<file path="src/rtl/bht_pkg.sv">
// Shared definitions for the saturating-counter branch history table:
// default geometry, counter type and the saturating next-value function.
package bht_pkg;

  localparam int BHT_INDEX_W = 2;
  localparam int BHT_CTR_W   = 2;
  // Widest counter the helper function handles; callers cast in and out.
  localparam int CTR_W_MAX   = 32;

  typedef logic [BHT_CTR_W-1:0] ctr_t;
  typedef logic [CTR_W_MAX-1:0] ctr_wide_t;

  function automatic ctr_wide_t sat_update(input ctr_wide_t ctr,
                                           input logic      taken,
                                           input ctr_wide_t max);
    ctr_wide_t nxt;
    if (taken) begin
      nxt = (ctr == max) ? max : ctr + 32'd1;
    end else begin
      nxt = (ctr == 32'd0) ? 32'd0 : ctr - 32'd1;
    end
    return nxt;
  endfunction

endpackage

</file>
<file path="src/rtl/bht_sat_ctr.sv">
// One BHT entry: a CTR_W-bit saturating counter with synchronous load,
// increment and decrement (load has priority, then inc, then dec).
module bht_sat_ctr
  import bht_pkg::*;
#(
  parameter int CTR_W = BHT_CTR_W
) (
  input  logic             clk,
  input  logic             load_i,
  input  logic [CTR_W-1:0] load_val_i,
  input  logic             inc_i,
  input  logic             dec_i,
  output logic [CTR_W-1:0] ctr_o
);

  localparam logic [CTR_W-1:0] CTR_MAX = {CTR_W{1'b1}};

  logic [CTR_W-1:0] ctr_q;
  logic [CTR_W-1:0] ctr_d;

  always_comb begin
    ctr_d = ctr_q;
    if (load_i) begin
      ctr_d = load_val_i;
    end else if (inc_i) begin
      ctr_d = CTR_W'(sat_update(CTR_W_MAX'(ctr_q), 1'b1, CTR_W_MAX'(CTR_MAX)));
    end else if (dec_i) begin
      ctr_d = CTR_W'(sat_update(CTR_W_MAX'(ctr_q), 1'b0, CTR_W_MAX'(CTR_MAX)));
    end else begin
      ctr_d = ctr_q;
    end
  end

  always_ff @(posedge clk) begin
    ctr_q <= ctr_d;
  end

  assign ctr_o = ctr_q;

endmodule

</file>
<file path="src/rtl/bht_sat_predictor.sv">
// Branch history table of saturating counters with 1-cycle registered lookup
// and write-first bypass. Define BHT_GSHARE_EN to XOR a global history into the index.
module bht_sat_predictor
  import bht_pkg::*;
#(
  parameter int               INDEX_W   = BHT_INDEX_W,
  parameter int               CTR_W     = BHT_CTR_W,
  parameter logic [CTR_W-1:0] RESET_CTR = {CTR_W{1'b1}}
) (
  input  logic               clk,
  input  logic               rst,
  input  logic               lookup_valid,
  input  logic [INDEX_W-1:0] lookup_pc,
  output logic               pred_valid,
  output logic               pred_taken,
  output logic [CTR_W-1:0]   pred_ctr,
  output logic [INDEX_W-1:0] pred_ghr,
  input  logic               upd_valid,
  input  logic [INDEX_W-1:0] upd_pc,
  input  logic               upd_taken,
  input  logic [INDEX_W-1:0] upd_ghr
);

  localparam int               DEPTH   = 1 << INDEX_W;
  localparam logic [CTR_W-1:0] CTR_MAX = {CTR_W{1'b1}};

  logic [INDEX_W-1:0] lkp_idx_s;
  logic [INDEX_W-1:0] upd_idx_s;
  logic [INDEX_W-1:0] ghr_s;

`ifdef BHT_GSHARE_EN
  logic [INDEX_W-1:0] ghr_q;
  logic [INDEX_W-1:0] ghr_d;

  always_comb begin
    ghr_d = ghr_q;
    if (upd_valid) begin
      ghr_d = {ghr_q[INDEX_W-2:0], upd_taken};
    end else begin
      ghr_d = ghr_q;
    end
  end

  always_ff @(posedge clk) begin
    if (!rst) begin
      ghr_q <= {INDEX_W{1'b0}};
    end else begin
      ghr_q <= ghr_d;
    end
  end

  // Update uses the history captured at lookup, not the current one.
  assign ghr_s     = ghr_q;
  assign lkp_idx_s = lookup_pc ^ ghr_q;
  assign upd_idx_s = upd_pc ^ upd_ghr;
`else
  logic unused_ghr_s;

  assign unused_ghr_s = ^upd_ghr;
  assign ghr_s        = {INDEX_W{1'b0}};
  assign lkp_idx_s    = lookup_pc;
  assign upd_idx_s    = upd_pc;
`endif

  logic [CTR_W-1:0] entry_s [DEPTH];

  genvar g;
  generate
    for (g = 0; g < DEPTH; g++) begin : g_entry
      logic hit_s;
      assign hit_s = upd_valid & rst & (upd_idx_s == INDEX_W'(g));

      bht_sat_ctr #(
        .CTR_W (CTR_W)
      ) u_ctr (
        .clk        (clk),
        .load_i     (~rst),
        .load_val_i (RESET_CTR),
        .inc_i      (hit_s & upd_taken),
        .dec_i      (hit_s & ~upd_taken),
        .ctr_o      (entry_s[g])
      );
    end
  endgenerate

  logic [CTR_W-1:0] rd_ctr_s;
  logic [CTR_W-1:0] byp_ctr_s;

  // Same-cycle update to the looked-up entry is forwarded (write-first).
  always_comb begin
    rd_ctr_s  = entry_s[lkp_idx_s];
    byp_ctr_s = rd_ctr_s;
    if (upd_valid && (upd_idx_s == lkp_idx_s)) begin
      byp_ctr_s = CTR_W'(sat_update(CTR_W_MAX'(rd_ctr_s), upd_taken, CTR_W_MAX'(CTR_MAX)));
    end else begin
      byp_ctr_s = rd_ctr_s;
    end
  end

  logic               pred_valid_q, pred_valid_d;
  logic               pred_taken_q, pred_taken_d;
  logic [CTR_W-1:0]   pred_ctr_q,   pred_ctr_d;
  logic [INDEX_W-1:0] pred_ghr_q,   pred_ghr_d;

  always_comb begin
    pred_valid_d = lookup_valid;
    pred_taken_d = pred_taken_q;
    pred_ctr_d   = pred_ctr_q;
    pred_ghr_d   = pred_ghr_q;
    if (lookup_valid) begin
      pred_taken_d = byp_ctr_s[CTR_W-1];
      pred_ctr_d   = byp_ctr_s;
      pred_ghr_d   = ghr_s;
    end else begin
      pred_taken_d = pred_taken_q;
      pred_ctr_d   = pred_ctr_q;
      pred_ghr_d   = pred_ghr_q;
    end
  end

  always_ff @(posedge clk) begin
    if (!rst) begin
      pred_valid_q <= 1'b0;
      pred_taken_q <= 1'b0;
      pred_ctr_q   <= {CTR_W{1'b0}};
      pred_ghr_q   <= {INDEX_W{1'b0}};
    end else begin
      pred_valid_q <= pred_valid_d;
      pred_taken_q <= pred_taken_d;
      pred_ctr_q   <= pred_ctr_d;
      pred_ghr_q   <= pred_ghr_d;
    end
  end

  assign pred_valid = pred_valid_q;
  assign pred_taken = pred_taken_q;
  assign pred_ctr   = pred_ctr_q;
  assign pred_ghr   = pred_ghr_q;

endmodule

</file>
<file path="config.mk">
export PLATFORM = sky130hd
export DESIGN_NAME = bht_sat_predictor
export DESIGN_NICKNAME = d
export VERILOG_FILES = /design/src/rtl/bht_pkg.sv /design/src/rtl/bht_sat_ctr.sv /design/src/rtl/bht_sat_predictor.sv
export SDC_FILE = /design/constraint.sdc
export NUM_CORES = 1
export LEC_CHECK = 0
export BUFFER_PORTS_ARGS = -buffer_cell sky130_fd_sc_hd__buf_2
export CORE_MARGIN = 4
export CORE_UTILIZATION = 40
export CTS_CLUSTER_DIAMETER = 40
export DETAILED_ROUTE_END_ITERATION = 16
export PLACE_DENSITY_LB_ADDON = 0.25
export SLEW_MARGIN = 5
export SYNTH_ARGS = -nofsm -noshare
export SYNTH_HDL_FRONTEND = slang
export SYNTH_HIERARCHICAL = 1
export SYNTH_SLANG_ARGS = --single-unit
</file>
<file path="constraint.sdc">
create_clock -name clk -period 1.9 [get_ports clk]
set_input_delay 0.285 -clock clk [delete_from_list [all_inputs] [get_ports clk]]
set_output_delay 0.285 -clock clk [all_outputs]
set_load 0.01 [all_outputs]
</file>
Word level (Yosys, flattened, before mapping)
Index checks and enable logic that the tools add are counted.

word-level totals
  bits in writable memories = 0
  logic and storage cells = 76
  bits in latches = 0
  input bits = 11
  bits in read-only memories = 0
  memories kept = 0
  bits in registers = 12
  output and inout bits = 6

operators by class
  shift-type cells = 0
  add/sub/neg operators = 10
  divide/modulo/power cells = 0
  eq/ne operators = 9
  bitwise gates (word level) = 15
  reductions and logical operators = 11
  order comparisons = 1
  multiply operators = 0
  muxes and demuxes = 23

operators by type and width
  cell                 count
  $mux 2               22
  $eq 2x2->1 const B   7
  $and 1x1->1          13
  $logic_not 2->1      6
  $add 2x1->2 const B  5
  $sub 2x1->2 const B  5
  $reduce_bool 2->1    4
  $bmux 2 s2           1
  $ge 3x3->1 const B   1
  $not 2->3            1
  $eq 2x1->1 const B   1
  $eq 2x2->1           1
  $logic_and 1x1->1    1
  $not 1->1            1

Depth between registers and ports, before layout
  word-level depth = 8
  mapped depth = 4
  mapped depth without buffers = 4

Cells and area by module
The synthesis kept the hierarchy.

modules (own cells, without submodules)
  module             cells an instance  area each (µm²)  instances  seq. area each (µm²)
  bht_sat_ctr        10                 112.6            4          60.1
  bht_sat_predictor  39                 296.5            1          60.1

Worst setup path after synthesis
OpenSTA, ideal clock, no wires.

  kind = register to register
  start = register g_entry[3].u_ctr.ctr_q[1]
  end = register pred_ctr_q[0], in the netlist pred_ctr[0]
  cell stages (with the launch flop) = 4
  library setup time = 122 ps
  path slack = 319 ps
  arrival = 1460 ps
  path through = edfxtp_1 -> mux4_2 -> maj3_2 -> o311a_1

between the ends
  cells in the longest elaborated chain, start to end = 7
  elaborated cells between the ends (all ways) = 9
  those cells by class = 1 x eq/ne; 7 x mux; 1 x reduce/logical

ends and longest elaborated chain
  what                                           line                          RTL
  start, declared                                bht_sat_ctr.sv:18             logic [CTR_W-1:0] ctr_q;
  start signal, assigned                         bht_sat_ctr.sv:35             ctr_q <= ctr_d;
  $bmux 2 s2 (*)                                 bht_sat_predictor.sv:91       rd_ctr_s = entry_s[lkp_idx_s];
  $mux 2 (implied by the code) (*) (2 in a row)  bht_sat_predictor.sv:91
  $eq 2x2->1 or $logic_not 2->1 (tied branches)  bht_pkg.sv:18, bht_pkg.sv:20
  $mux 2, on equally long branches               bht_pkg.sv:18, bht_pkg.sv:20
  $mux 2 (*)                                     bht_pkg.sv:17                 if (taken) begin
  $mux 2 (*)                                     bht_sat_predictor.sv:93       if (upd_valid && (upd_idx_s == lkp_idx_s)) begin
  end signal, assigned                           bht_sat_predictor.sv:125      pred_ctr_q <= {CTR_W{1'b0}};
  end signal, assigned                           bht_sat_predictor.sv:130      pred_ctr_q <= pred_ctr_d;
  end, declared                                  bht_sat_predictor.sv:102      logic [CTR_W-1:0] pred_ctr_q, pred_ctr_d;

Every way passes the cells marked *; elsewhere a longest branch is shown, timed or not. The select of a mux whose other input is x is not followed.
A chain may end at the register's enable or synchronous reset.

Worst setup path in the final report
Ends and elaborated chain as after synthesis.

==> reports/results.ini <==
[sta]
skew_ns = 0.005582
tightestPinTransition_ns = 0.5103
hold_violations = 0
fin_tns_setup_ns = 0
maxSlewViolCount = 0
period_needed_ns = 1.662
setup_viol = 0
max_freq_mhz = 601.8
rsz0062_at_grt = false
slew_headroom = 0.6594
finalCritPeriodShare = 0.8745

[yosys]
syn_area_sq_um = 747.0
yosysTopAreaCell = edfxtp_1
netlist_top_cells_count = nor2_1, edfxtp_1, inv_1, nand2_1, maj3_2
synth_seq_cells = 11
synth.most_common_cell = nor2_1
syn_area_per_cell_sq_um = 9.455
async_reset_ff_frac = 0
synth.top_cell.area_share = 0.3216
ys_warn_count = 6
ys_types = 23
synthCells = 79
synth_area_leaders = edfxtp_1, dfxtp_1, maj3_2
yosysSeqAreaShare = 0.4020
synth_edf_count = 8
synth_flop_cell = edfxtp_1

[final_layout]
drive_gt1_frac = 0.2800
finalNetCount = 112
syn_to_final_growth_pct = 16.75
fill_cells = 177
postLayoutCellArea_sq_um = 872.1
diodes = 0

[placed_design]
placed_area_sq_um = 845.8
io_buffer_count = 12
globalplace.congestion = 0.7171
hpwlAfterDp_microns = 1081

[critical_path]
arrival_ns = 1.82
startpoint_type = flip-flop
crit_path_end_kind = flip-flop
path_class = reg -> reg
crit_fanout = 4
cp.required_ns = 2.06

[die]
fp.coreArea_sq_um = 1745
rows = 15
ios = 17
die_area_sq_um = 2623
die_w_microns = 51.22
initial_utilization = 0.4280
chipHeight_microns = 51.22

[route]
drt_iter0_markers = 3
drt_pass1_iterations = 4
routedWlPerCell_microns = 11.49
ant_nets = 0
vias_per_cell = 4.936
drc = 0
wirelength_microns = 1436
num_vias = 617

[clock_network]
numCtsBuffers = 3
cts_sinks = 11
clk_pin_slew_ns = 0.08
root_buffer = clkbuf_4
htreeDepth = 1
hold_buffers = 0
cts_tree = done
postCtsSetupRepairBufs = 0
clockBufferDepth = 2
clk_latency_ns = 0.27
cts_resized = 0

[global_route]
grt_pass1_wl_microns = 2352
antenna_found_initial = 0
grt-ovfl-total = 0
grt_max_degree = 18
first_global_vias = 543
grt_usage = 0.1247

[power_and_ir_drop]
power_density_nw_per_um2 = 679.5
irDropWorstVdd_v = 0.0003919
p_int_uw = 425.0
p_leak_nw = 0.3723
p_total_uw = 592.6
p_sw_frac = 0.2829
seqPwrFrac = 0.508
p_comb_frac = 0.210
clockPowerShare = 0.281
switchingPower_uw = 167.6

[run]
max-cap-violations = 0

[min_path]
min_path_type = in -> reg

[status]
status = completed

cells in the final DEF, fill, tap and decap left out, drive strengths merged, types with 2 or more instances in the layout:
| cell | netlist | routed |
|---|---|---|
| o31ai | 4 | 4 |
| conb | 2 | 10 |
| xnor2 | 2 | 2 |
| dfxtp | 3 | 3 |
| mux4 | 2 | 2 |
| buf | 3 | 12 |
| a31oi | 2 | 2 |
| nor3 | 2 | 2 |
| nand3 | 2 | 2 |
| nand2 | 6 | 6 |
| edfxtp | 8 | 8 |
| inv | 7 | 7 |
| or3 | 4 | 4 |
| nand2b | 2 | 2 |
| a21oi | 4 | 4 |
| clkbuf | 0 | 4 |
| nor2 | 12 | 12 |
| o21ai | 2 | 2 |
| maj3 | 5 | 5 |
| mux2 | 4 | 4 |
path summary, 6_finish.rpt:
check | slack, ns | depth (start not counted) | end | startpoint
max reg2reg | 0.24 | 3 | pred_ctr[0] | g_entry[3].u_ctr/ctr_o[1]
max | 0.24 | 3 | pred_ctr[0] | g_entry[3].u_ctr/ctr_o[1]
min | 0.24 | 2 | pred_ctr[1] | lookup_valid
min reg2reg | 0.55 | 2 | pred_ctr[1] | pred_ctr[1]
metal layers:
metal / GRT usage / vias up / share of wire
met1: 0.1588 / 282 / 0.49
met5: 0 / - / 0
met2: 0.1824 / 17 / 0.43
li1: - / 316 / -
met3: 0.03790 / 2 / 0.069
met4: 0.07860 / 0 / 0.015
state kept, by name (all words and copies together) (netlist names):
name                 cells
g_entry.u_ctr/ctr_o      8
pred_valid               1
pred_ctr                 2
through the flow:
stage                     hold WS, ns  std cells  setup WS [ns]    util
after global placement         0.5303        121         0.2502  0.4846
final                          0.2422        125         0.2385  0.4996
after floorplan                0.3852         87         0.3187       -
after global routing           0.2504        125         0.1936  0.4996
after detailed placement       0.5342        121         0.2455  0.4846
after CTS                      0.2408        125         0.2464  0.4996
worst max-delay path, cell delays in order, from the launching register on:
cell	delay (ns)
edfxtp_1	0.45
mux4_2	0.53
maj3_2	0.30
o311a_1	0.27
cells by family after synthesis:
| logic type | after synthesis | share of synthesized area |
|---|---|---|
| and+or+nand+nor | 29 | 0.1775 |
| AOI/OAI and AO/OA | 14 | 0.1256 |
| DFF | 11 | 0.4020 |
| buffers and inverters | 10 | 0.06532 |
| muxes | 6 | 0.1206 |
| adders and majority gates | 5 | 0.07537 |
| other | 2 | 0.01005 |
| xor gates and xnor gates | 2 | 0.02345 |
layout make-up:
| class | instances | area, sq um | area share |
|---|---|---|---|
| multi-input cells | 66 | 427.9 | 0.4907 |
| flip-flops and latches | 11 | 300.3 | 0.3443 |
| repair buffers | 12 | 60.06 | 0.06887 |
| well taps | 25 | 31.28 | 0.03587 |
| clock buffers | 4 | 26.28 | 0.03013 |
| inverters | 7 | 26.28 | 0.03013 |
power groups by stage:
| stage | sequential (mW) | clock (mW) | combinational, mW |
|---|---|---|---|
| final | 0.301 | 0.167 | 0.125 |
| after CTS | 0.301 | 0.169 | 0.125 |
| after global routing | 0.304 | 0.184 | 0.140 |
| after global placement | 0.306 | 0 | 0.121 |
| after detailed placement | 0.306 | 0 | 0.124 |
| after floorplan | 0.303 | 0 | 0.0926 |
Note: power is estimated with default switching activity, not from simulation.
